### config.mk
export PLATFORM = sky130hd
export DESIGN_NAME = core_insn_loader_flat
export DESIGN_NICKNAME = d
export VERILOG_FILES = /design/src/rtl/core_insn_loader_pkg.sv /design/src/rtl/core_insn_loader_if.sv /design/src/rtl/core_insn_buf.sv /design/src/rtl/core_insn_loader.sv /design/src/flat_wrapper.sv
export SDC_FILE = /design/constraint.sdc
export NUM_CORES = 2
export LEC_CHECK = 0
export BUFFER_PORTS_ARGS = -buffer_cell sky130_fd_sc_hd__buf_2
export CAP_MARGIN = 20
export CORE_MARGIN = 4
export CORE_UTILIZATION = 29
export CTS_BUF_LIST = sky130_fd_sc_hd__clkbuf_16
export DETAILED_ROUTE_END_ITERATION = 10
export PLACE_DENSITY = 0.44
export SLEW_MARGIN = 25
export SYNTH_ARGS = -nofsm -noshare
export SYNTH_HDL_FRONTEND = slang
export SYNTH_HIERARCHICAL = 1
export SYNTH_SLANG_ARGS = --single-unit
### constraint.sdc
create_clock -name clk -period 4.58 [get_ports clk]
set_clock_uncertainty 0.1 [all_clocks]
set_input_delay 0.229 -clock clk [delete_from_list [all_inputs] [get_ports clk]]
set_output_delay 0.229 -clock clk [all_outputs]
set_load 0.01 [all_outputs]
### src/rtl/core_insn_loader_pkg.sv
// Shared range constants and core-side state encoding for the instruction loader.
package core_insn_loader_pkg;
  localparam int INSN_LOAD_TIME = 4;
  localparam int LD_INSN_W      = 32;
  localparam int LD_REG_W       = 8;

  typedef enum logic [1:0] {
    ST_IDLE,
    ST_LOAD,
    ST_LAUNCH,
    ST_BUSY
  } core_state_e;
endpackage

### src/rtl/core_insn_loader_if.sv
// Scheduler-to-core instruction-load bus, one core's slice.
interface core_insn_loader_if #(
  parameter int CNT_W  = 2,
  parameter int INSN_W = 32,
  parameter int REG_W  = 8
);
  logic              start_i;
  logic [CNT_W-1:0]  load_cnt_i;
  logic [INSN_W-1:0] insn_data_i;
  logic              init_r0_en_i;
  logic [REG_W-1:0]  init_r0_i;
  logic              ready_o;

  modport master (output start_i, load_cnt_i, insn_data_i, init_r0_en_i, init_r0_i,
                  input  ready_o);
  modport slave  (input  start_i, load_cnt_i, insn_data_i, init_r0_en_i, init_r0_i,
                  output ready_o);
endinterface

### src/rtl/core_insn_buf.sv
// Local instruction buffer: 1 write / 1 read synchronous RAM with registered read.
module core_insn_buf #(
  parameter int DEPTH = 64,
  parameter int W     = 32,
  parameter int AW    = $clog2(DEPTH)
) (
  input  logic          clk,
  input  logic          we,
  input  logic [AW-1:0] wr_addr,
  input  logic [W-1:0]  wr_data,
  input  logic [AW-1:0] rd_addr,
  output logic [W-1:0]  rd_data
);
  logic [W-1:0] mem [DEPTH];

  always_ff @(posedge clk) begin
    if (we) mem[wr_addr] <= wr_data;
    rd_data <= mem[rd_addr];
  end
endmodule

### src/rtl/core_insn_loader.sv
// Per-core receiver for the scheduler's instruction-load stream: buffers beats,
// latches R0, launches the executor and reports Ready.
module core_insn_loader
  import core_insn_loader_pkg::*;
#(
  parameter int INSN_W     = LD_INSN_W,
  parameter int LOAD_TIME  = INSN_LOAD_TIME,
  parameter int CNT_W      = (LOAD_TIME > 1) ? $clog2(LOAD_TIME) : 1,
  parameter int FRAMES_MAX = 16,
  parameter int REG_W      = LD_REG_W,
  localparam int D         = FRAMES_MAX * LOAD_TIME,
  localparam int AW        = $clog2(D)
) (
  input  logic                 clk,
  input  logic                 reset,
  core_insn_loader_if.slave    ld,
  input  logic                 core_done_i,
  input  logic [AW-1:0]        rd_addr_i,
  output logic [INSN_W-1:0]    rd_data_o,
  output logic                 run_o,
  output logic [AW:0]          insn_len_o,
  output logic                 r0_we_o,
  output logic [REG_W-1:0]     r0_o,
  output logic                 load_err_o
);
  localparam int FW = $clog2(FRAMES_MAX + 1);
  localparam int XW = AW + 2;

  core_state_e state, state_nxt;
  logic [FW-1:0] frame_cnt, frame_base;
  logic [AW:0]   beat_cnt, beat_base;
  logic [XW-1:0] addr;
  logic          loading, beat, ovf, frame_last, partial, to_launch, err_nxt;

  assign loading    = (state == ST_IDLE) || (state == ST_LOAD);
  assign ld.ready_o = loading;
  assign beat       = ld.start_i && loading;
  // The entry beat out of IDLE always lands in frame 0, whatever the stale counters hold.
  assign frame_base = (state == ST_IDLE) ? '0 : frame_cnt;
  assign beat_base  = (state == ST_IDLE) ? '0 : beat_cnt;
  assign addr       = XW'(frame_base) * XW'(LOAD_TIME) + XW'(ld.load_cnt_i);
  assign ovf        = addr >= XW'(D);
  assign frame_last = ld.load_cnt_i == CNT_W'(LOAD_TIME - 1);
  assign partial    = (beat_cnt % (AW+1)'(LOAD_TIME)) != '0;
  assign to_launch  = (state == ST_LOAD) && !ld.start_i;

  always_ff @(posedge clk) begin
    if (!reset) state <= ST_IDLE;
    else        state <= state_nxt;
  end

  always_comb begin
    state_nxt = state;
    case (state)
      ST_IDLE:   if (ld.start_i)  state_nxt = ST_LOAD;
      ST_LOAD:   if (!ld.start_i) state_nxt = ST_LAUNCH;
      ST_LAUNCH: state_nxt = ST_BUSY;
      ST_BUSY:   if (core_done_i) state_nxt = ST_IDLE;
    endcase
  end

  always_comb begin
    err_nxt = (state == ST_IDLE && ld.start_i) ? 1'b0 : load_err_o;
    if (beat && ovf)                 err_nxt = 1'b1;
    if (ld.start_i && !loading)      err_nxt = 1'b1;
    if (to_launch && partial)        err_nxt = 1'b1;
  end

  always_ff @(posedge clk) begin
    if (!reset) begin
      frame_cnt  <= '0;
      beat_cnt   <= '0;
      run_o      <= 1'b0;
      r0_we_o    <= 1'b0;
      r0_o       <= '0;
      insn_len_o <= '0;
      load_err_o <= 1'b0;
    end else begin
      run_o      <= 1'b0;
      r0_we_o    <= 1'b0;
      load_err_o <= err_nxt;
      if (beat) begin
        beat_cnt  <= (beat_base == (AW+1)'(D)) ? beat_base : beat_base + 1'b1;
        frame_cnt <= (frame_last && frame_base != FW'(FRAMES_MAX)) ? frame_base + 1'b1
                                                                    : frame_base;
      end
      if (to_launch) begin
        run_o      <= 1'b1;
        r0_we_o    <= ld.init_r0_en_i;
        r0_o       <= ld.init_r0_i;
        insn_len_o <= beat_cnt;
      end
    end
  end

  core_insn_buf #(.DEPTH(D), .W(INSN_W), .AW(AW)) u_buf (
    .clk     (clk),
    .we      (beat && !ovf),
    .wr_addr (addr[AW-1:0]),
    .wr_data (ld.insn_data_i),
    .rd_addr (rd_addr_i),
    .rd_data (rd_data_o)
  );
endmodule
### src/flat_wrapper.sv
// flat-port wrapper written by rule: the top's interface ports become plain ports
module core_insn_loader_flat import core_insn_loader_pkg::*;
#(
  parameter int INSN_W     = LD_INSN_W,
  parameter int LOAD_TIME  = INSN_LOAD_TIME,
  parameter int CNT_W      = (LOAD_TIME > 1) ? $clog2(LOAD_TIME) : 1,
  parameter int FRAMES_MAX = 16,
  parameter int REG_W      = LD_REG_W,
  localparam int D         = FRAMES_MAX * LOAD_TIME,
  localparam int AW        = $clog2(D)
)
  (clk, reset, core_done_i, rd_addr_i, rd_data_o, run_o, insn_len_o, r0_we_o, r0_o, load_err_o, ld_start_i, ld_load_cnt_i, ld_insn_data_i, ld_init_r0_en_i, ld_init_r0_i, ld_ready_o);
  core_insn_loader_if #(.CNT_W(CNT_W), .INSN_W(INSN_W), .REG_W(REG_W)) ld_i ();
  input  logic clk;
  input  logic reset;
  input  logic core_done_i;
  input  logic [AW-1:0] rd_addr_i;
  output logic [INSN_W-1:0] rd_data_o;
  output logic run_o;
  output logic [AW:0] insn_len_o;
  output logic r0_we_o;
  output logic [REG_W-1:0] r0_o;
  output logic load_err_o;
  input wire logic [$bits(ld_i.start_i)-1:0] ld_start_i;
  input wire logic [$bits(ld_i.load_cnt_i)-1:0] ld_load_cnt_i;
  input wire logic [$bits(ld_i.insn_data_i)-1:0] ld_insn_data_i;
  input wire logic [$bits(ld_i.init_r0_en_i)-1:0] ld_init_r0_en_i;
  input wire logic [$bits(ld_i.init_r0_i)-1:0] ld_init_r0_i;
  output wire logic [$bits(ld_i.ready_o)-1:0] ld_ready_o;
  assign ld_i.start_i = ld_start_i;
  assign ld_i.load_cnt_i = ld_load_cnt_i;
  assign ld_i.insn_data_i = ld_insn_data_i;
  assign ld_i.init_r0_en_i = ld_init_r0_en_i;
  assign ld_i.init_r0_i = ld_init_r0_i;
  assign ld_ready_o = ld_i.ready_o;
  core_insn_loader #(.INSN_W(INSN_W), .LOAD_TIME(LOAD_TIME), .CNT_W(CNT_W), .FRAMES_MAX(FRAMES_MAX), .REG_W(REG_W)) u_core (.clk(clk), .reset(reset), .ld(ld_i), .core_done_i(core_done_i), .rd_addr_i(rd_addr_i), .rd_data_o(rd_data_o), .run_o(run_o), .insn_len_o(insn_len_o), .r0_we_o(r0_we_o), .r0_o(r0_o), .load_err_o(load_err_o));
endmodule
# --- Word level (Yosys, flattened, before mapping) ---
# Memory sizes are Yosys's and may differ from the RTL's. A register that Yosys moved wholly into a read port is not among the register bits.
# Cells that the tools add are included.
totals:
  mem_count: 1
  reg_bits: 32
  inputBits: 53
  output_inout_bits: 51
  ram_bits: 2048
  elab_cells: 54
classes:
  n_reduce_logical: 17
  n_addsub: 3
  mux: 15
  n_eq_ne: 9
  n_lt_le_gt_ge: 1
memory_table:
  columns: ["memory", "words", "width", "read_ports", "rd_clocked_by_memory_dff", "write_ports", "line", "rtl"]
  rows:
  - ["u_core.u_buf.mem", 64, 32, 1, 1, 1, "core_insn_buf.sv:14", "logic [W-1:0] mem [DEPTH];"]
ops:
  columns: ["operator", "n"]
  rows:
  - ["7-bit 2-to-1 mux", 2]
  - ["5-bit 2-to-1 mux", 2]
  - ["7-bit by 2-bit adder with 8-bit output", 1]
  - ["8-bit by 7-bit greater-or-equal comparator with 1-bit output, second input constant", 1]
  - ["1-bit logical AND", 8]
  - ["2-bit case mux with 4 select lines", 1]
  - ["7-bit by 1-bit adder with 7-bit output, second input constant", 1]
  - ["7-bit == test, second input constant", 1]
  - ["1-bit 2-to-1 mux", 7]
  - ["7-bit nonzero test", 1]
  - ["2-bit == test, second input constant", 3]
  - ["2-bit 2-to-1 mux", 3]
  - ["2-bit inequality test, second input constant", 3]
  - ["5-bit by 1-bit adder with 5-bit output, second input constant", 1]
  - ["5-bit inequality test, second input constant", 1]
  - ["4-bit nonzero test", 1]
  - ["1-bit zero test", 3]
  - ["3-bit AND reduction", 1]
  - ["2-bit by 1-bit == test with 1-bit output, second input constant", 1]
  - ["2-bit zero test", 1]
  - ["2-bit AND reduction", 1]
  - ["1-bit logical OR", 1]

# --- Logic depth before layout (Yosys ltp) ---
logic_depth:
  word_depth: 8
  mapped_depth: 10
  mapped_depth_nobuf: 7

# --- Cells and area by module ---
# Netlist, hierarchy kept.
modules_own_cells:
  columns: ["mod", "cells_each", "seq_area_each_um2", "area_each_um2", "n_inst"]
  rows:
  - ["core_insn_buf", 3324, 62139.6, 78515.3, 1]
  - ["core_insn_loader", 188, 640.6, 1511.4, 1]

# --- Worst setup path before layout ---
# No wires, ideal clock.
synth_path:
  path_type: "flip-flop to flip-flop"
  start: "register u_core.state[0]"
  end: "memory u_core.u_buf.mem[48][0], enable pin"
  n_path_buf: 3
  path_stages_with_launch: 10
  slack_ns: 0.278
  required_time_ns: 4.019
  setup_ns: 0.461
  synth_period_minus_slack_ns: 4.302
  arrival_time_ns: 3.742
  path_cell_list: "dfxtp_1 inv_1 ha_1 buf_6 clkbuf_1 nor2b_1 clkbuf_1 nor2b_1 nand4b_1 nor3_1"
synth_between:
  elab_chain_len: 8
  word_cells_on_any_way: 11
  classes_between: "add/sub (1); order compare (1); eq/ne (1); mux (3); reduce/logical (5)"
synth_rtl:
  columns: ["item", "line", "rtl"]
  rows:
  - ["from (decl)", "core_insn_loader.sv:29", "core_state_e state, state_nxt;"]
  - ["from (signal assigned)", "core_insn_loader.sv:49", "else state <= state_nxt;"]
  - ["2-bit zero test *", "core_insn_loader.sv:39", "assign frame_base = (state == ST_IDLE) ? '0 : frame_cnt;"]
  - ["5-bit 2-to-1 mux *", "core_insn_loader.sv:39", null]
  - ["7-bit by 2-bit adder with 8-bit output *", "core_insn_loader.sv:41", "assign addr = XW'(frame_base) * XW'(LOAD_TIME) + XW'(ld.load_cnt_i);"]
  - ["net u_core.addr[3]", "core_insn_loader.sv:32", "logic [XW-1:0] addr;"]
  - ["8-bit by 7-bit greater-or-equal comparator with 1-bit output", "core_insn_loader.sv:42", "assign ovf = addr >= XW'(D);"]
  - ["1-bit zero test", "core_insn_loader.sv:98", ".we (beat && !ovf),"]
  - ["1-bit logical AND", "core_insn_loader.sv:98", null]
  - ["1-bit 2-to-1 mux", "core_insn_buf.sv:17", "if (we) mem[wr_addr] <= wr_data;"]
  - ["1-bit 2-to-1 mux (implied by the code)", "core_insn_buf.sv:17", null]
  - ["to (decl)", "core_insn_buf.sv:14", null]
# Mark *: on every way through the listed nets, which the timed path passes. The rest lies on a longest branch.

# --- Worst setup path in the final report ---
layout_path:
  start: "register u_core.state[0]"
  end: "memory u_core.u_buf.mem[61][31], enable pin"
layout_between:
  elab_chain_len: 8
  word_cells_on_any_way: 11
  classes_between: "add/sub (1); order compare (1); eq/ne (1); mux (3); reduce/logical (5)"
layout_rtl:
  columns: ["item", "line"]
  rows:
  - ["2-bit zero test", "core_insn_loader.sv:35, core_insn_loader.sv:39"]
  - ["5-bit 2-to-1 mux", "core_insn_loader.sv:39"]
  - ["7-bit by 2-bit adder with 8-bit output", "core_insn_loader.sv:41"]
  - ["8-bit by 7-bit greater-or-equal comparator with 1-bit output", "core_insn_loader.sv:42"]
  - ["1-bit zero test", "core_insn_loader.sv:98"]
  - ["1-bit logical AND", "core_insn_loader.sv:98"]
  - ["1-bit 2-to-1 mux", "core_insn_buf.sv:17"]
  - ["1-bit 2-to-1 mux (implied by the code)", "core_insn_buf.sv:17"]
# Parallel ways exist; a longest one is shown, timed or not.

==> impl_metrics.toml <==
[outcome]
status = "finished, final reports clean"

[clock_tree]
cts_tree = "built"
h-tree-depth = 4
insertion_delay_ns = 0.86
post_cts_buffers = 0
cts_buffers = 218
clock_sinks = 2112
clockBufferDepth = 3
cts.repair.resized = 0
clk_pin_slew_ns = 0.06
cts_root_buf = "clkbuf_16"
cts_hold_buf = 73

[timing]
tns_ns = 0
setup_ws_ns = 0.632
slew_violations = 0
worstMarginPinSlew_ns = 1.10
finalHoldViolations = 0
rsz0062_at_grt = "false"
max_freq_ghz = 0.253
setup_viol = 0
min_period_over_period = 0.862
slew_headroom = 0.263
layout_min_cycle_time_ns = 3.95

[flow_run]
cap_violations = 0

[layout]
final_util = 0.344
regArea_mm2 = 0.0628
layout_commonest_cell = "edfxtp_1"
drive_above_1_share = 0.304
multiInputGateArea_mm2 = 0.0168
fillers = 25529
most-common-layout-cells = "edfxtp_1, mux4_2, buf_4"
fin_nets = 4018
area_delta_synth_final_pct = 17.9

[floorplan]
die_y_um = 533
initial_utilization = 0.292
die_w_um = 533
fp-row-count = 192
io_pins = 104
fp.dieArea_mm2 = 0.284
core-area_mm2 = 0.274

[worst_hold_path]
hp-class = "input pin to flip-flop"
min_path_cells = 2

[detailed_routing]
wire_per_inst_um = 29.7
wirelength_um = 233000
ant_nets = 0
via_per_inst = 4.87
dr.first_iter.drc_count = 3758
drc_errors = 0
drt-pass1-iter-count = 7
vias = 38207

[global_routing]
grt_pass1_vias = 39503
grt_overflow_total = 0
grt_util_all_layers = 0.162
grt_max_degree = 68
antenna_found_initial = 17
grt_pass1_wl_um = 324000

[yosys]
synth_cell_types = 57
synthCells = 3512
synth-main-ff-cell = "edfxtp_1"
synth_nets = 3570
synth-edff-count = 2048
ys_seq_elements = 2112
async_reset_ff_frac = 0
ys.warnings.count = 6
synthTopCellsByArea = "edfxtp_1, mux4_2, dfxtp_1"
synth_area_mm2 = 0.0800
yosysTopAreaCell = "edfxtp_1"
synth-seq-area-share = 0.784
netlist.area_leader.share = 0.768
synth.avg_cell_area_um2 = 22.8

[critical_path]
end_kind = "flip-flop"
crit_arrival_ns = 4.39
path_cells = "inv_1 > ha_1 > nor2b_1 > nor2_1 > nand3_1 > nor2_4 > buf_12"
cp.depth = 7
worst-path-buf-inv = 2
cp_max_fo = 19
critical_path_required_ns = 5.02
cpLargestDelayFamily = "simple AND/OR/NAND/NOR gates"
cp-start-kind = "flip-flop"
max_stage_delay_ns = 0.85
r2r_cells = 7
worst_path_max_delay_cell = "nand3_1"
crit_type = "flip-flop to flip-flop"

[pwr]
total_power_mw = 40.8
peakVddDrop_mv = 0.430
power_density_mw_per_mm2 = 432
p_leak_nw = 29.4

[placement]
gp_congestion = 0.770
dp_hpwl_um = 139000
io_buffers = 103
post-place-ws_ns = 0.493
## layout make-up
type	instances	area share
Tap cell	3686	0.0489
Inverter	8	0.000318
Antenna cell	13	0.000345
Multi-Input combinational cell	1200	0.178
Timing Repair Buffer	420	0.0364
Clock buffer	222	0.0589
Sequential cell	2112	0.666
Clock inverter	182	0.0118
## final timing paths
kind	slack [ns]	endpoint	start
max	0.63	u_core/u_buf/mem[61][31]$_DFFE_PP_	u_core/state[0]$_SDFFE_PN0P_
min	0.08	u_core/u_buf/mem[21][19]$_DFFE_PP_	ld_insn_data_i[19]
max reg2reg	0.63	u_core/u_buf/mem[61][31]$_DFFE_PP_	u_core/state[0]$_SDFFE_PN0P_
min reg2reg	0.36	u_core/insn_len_o[6]$_SDFFE_PN0P_	u_core/insn_len_o[6]$_SDFFE_PN0P_
## synthesized netlist by cell type (3+ instances only)
| master | n |
|---|---|
| a211oi_1 | 3 |
| a21oi_1 | 86 |
| a22oi_1 | 12 |
| a311oi_1 | 9 |
| a31oi_1 | 3 |
| a41o_1 | 4 |
| and2_1 | 3 |
| and3_1 | 6 |
| buf_1 | 22 |
| buf_2 | 61 |
| buf_4 | 25 |
| buf_6 | 6 |
| clkbuf_1 | 77 |
| dfxtp_1 | 64 |
| edfxtp_1 | 2048 |
| ha_1 | 5 |
| inv_1 | 7 |
| mux2i_1 | 96 |
| mux4_2 | 544 |
| nand2_1 | 72 |
| nand2b_1 | 9 |
| nand3_1 | 9 |
| nand3b_1 | 5 |
| nor2_1 | 149 |
| nor2b_1 | 21 |
| nor3_1 | 8 |
| o21ai_0 | 6 |
| o221ai_1 | 28 |
| o22ai_1 | 84 |
| o32ai_1 | 4 |
| or3_1 | 3 |
| or3b_2 | 3 |
## registers in the layout (all words and copies together), names as in the netlist
name and flops:
u_core/r0_we_o 1, u_core/load_err_o 1, u_core/u_buf/mem 2048, u_core/beat_cnt 7, u_core/insn_len_o 7, u_core/run_o 1
u_core/r0_o 8, u_core/frame_cnt 5, u_core/u_buf/rd_data 32, u_core/state 2
## metrics by stage
step,hold slack [ns],instances,area (µm²)
4_1_cts,0.0198,7830,94300
2_1_floorplan,0.228,3512,80000
3_5_place_dp,0.349,7353,86900
3_3_place_gp,0.340,7353,86900
5_1_grt,0.0677,7834,94300
6_report,0.0823,7843,94300
## metal layers
metal,vias to the layer above,track usage,share of wire
li1,15862,-,-
met1,21090,0.228,0.45
met2,1002,0.263,0.48
met3,251,0.0250,0.049
met4,2,0.0396,0.022
met5,-,0,0.000030
## where the power goes
part | internal [mW] | leakage [nW] | switching [mW]
Sequential | 21.4 | 18.9 | 0.0948
Clock | 9.20 | 3.50 | 7.45
Combinational | 0.924 | 6.98 | 1.72
## worst reg2reg max path, cell delays in order (launching register included)
cell and delay [ns]:
dfxtp_1 0.33, inv_1 0.12, ha_1 0.40, nor2b_1 0.12
nor2_1 0.59, nand3_1 0.86, nor2_4 0.82, buf_12 0.28
## kinds of logic (layout without fill, tap and decap cells)
| logic type | count (synthesis) | in the layout | share of synthesized area |
|---|---|---|---|
| flip-flops | 2112 | 2112 | 0.784 |
| multiplexers | 641 | 641 | 0.165 |
| AND/OR/NAND/NOR | 304 | 304 | 0.0173 |
| AO/OA/AOI/OAI | 248 | 248 | 0.0199 |
| buffers and inverters | 200 | 832 | 0.0121 |
| adder cells (fa/ha/maj) | 5 | 5 | 0.000782 |
| XOR/XNOR | 2 | 2 | 0.000219 |
| other | 0 | 13 | 0 |
Power figures use the tool's default switching activity.
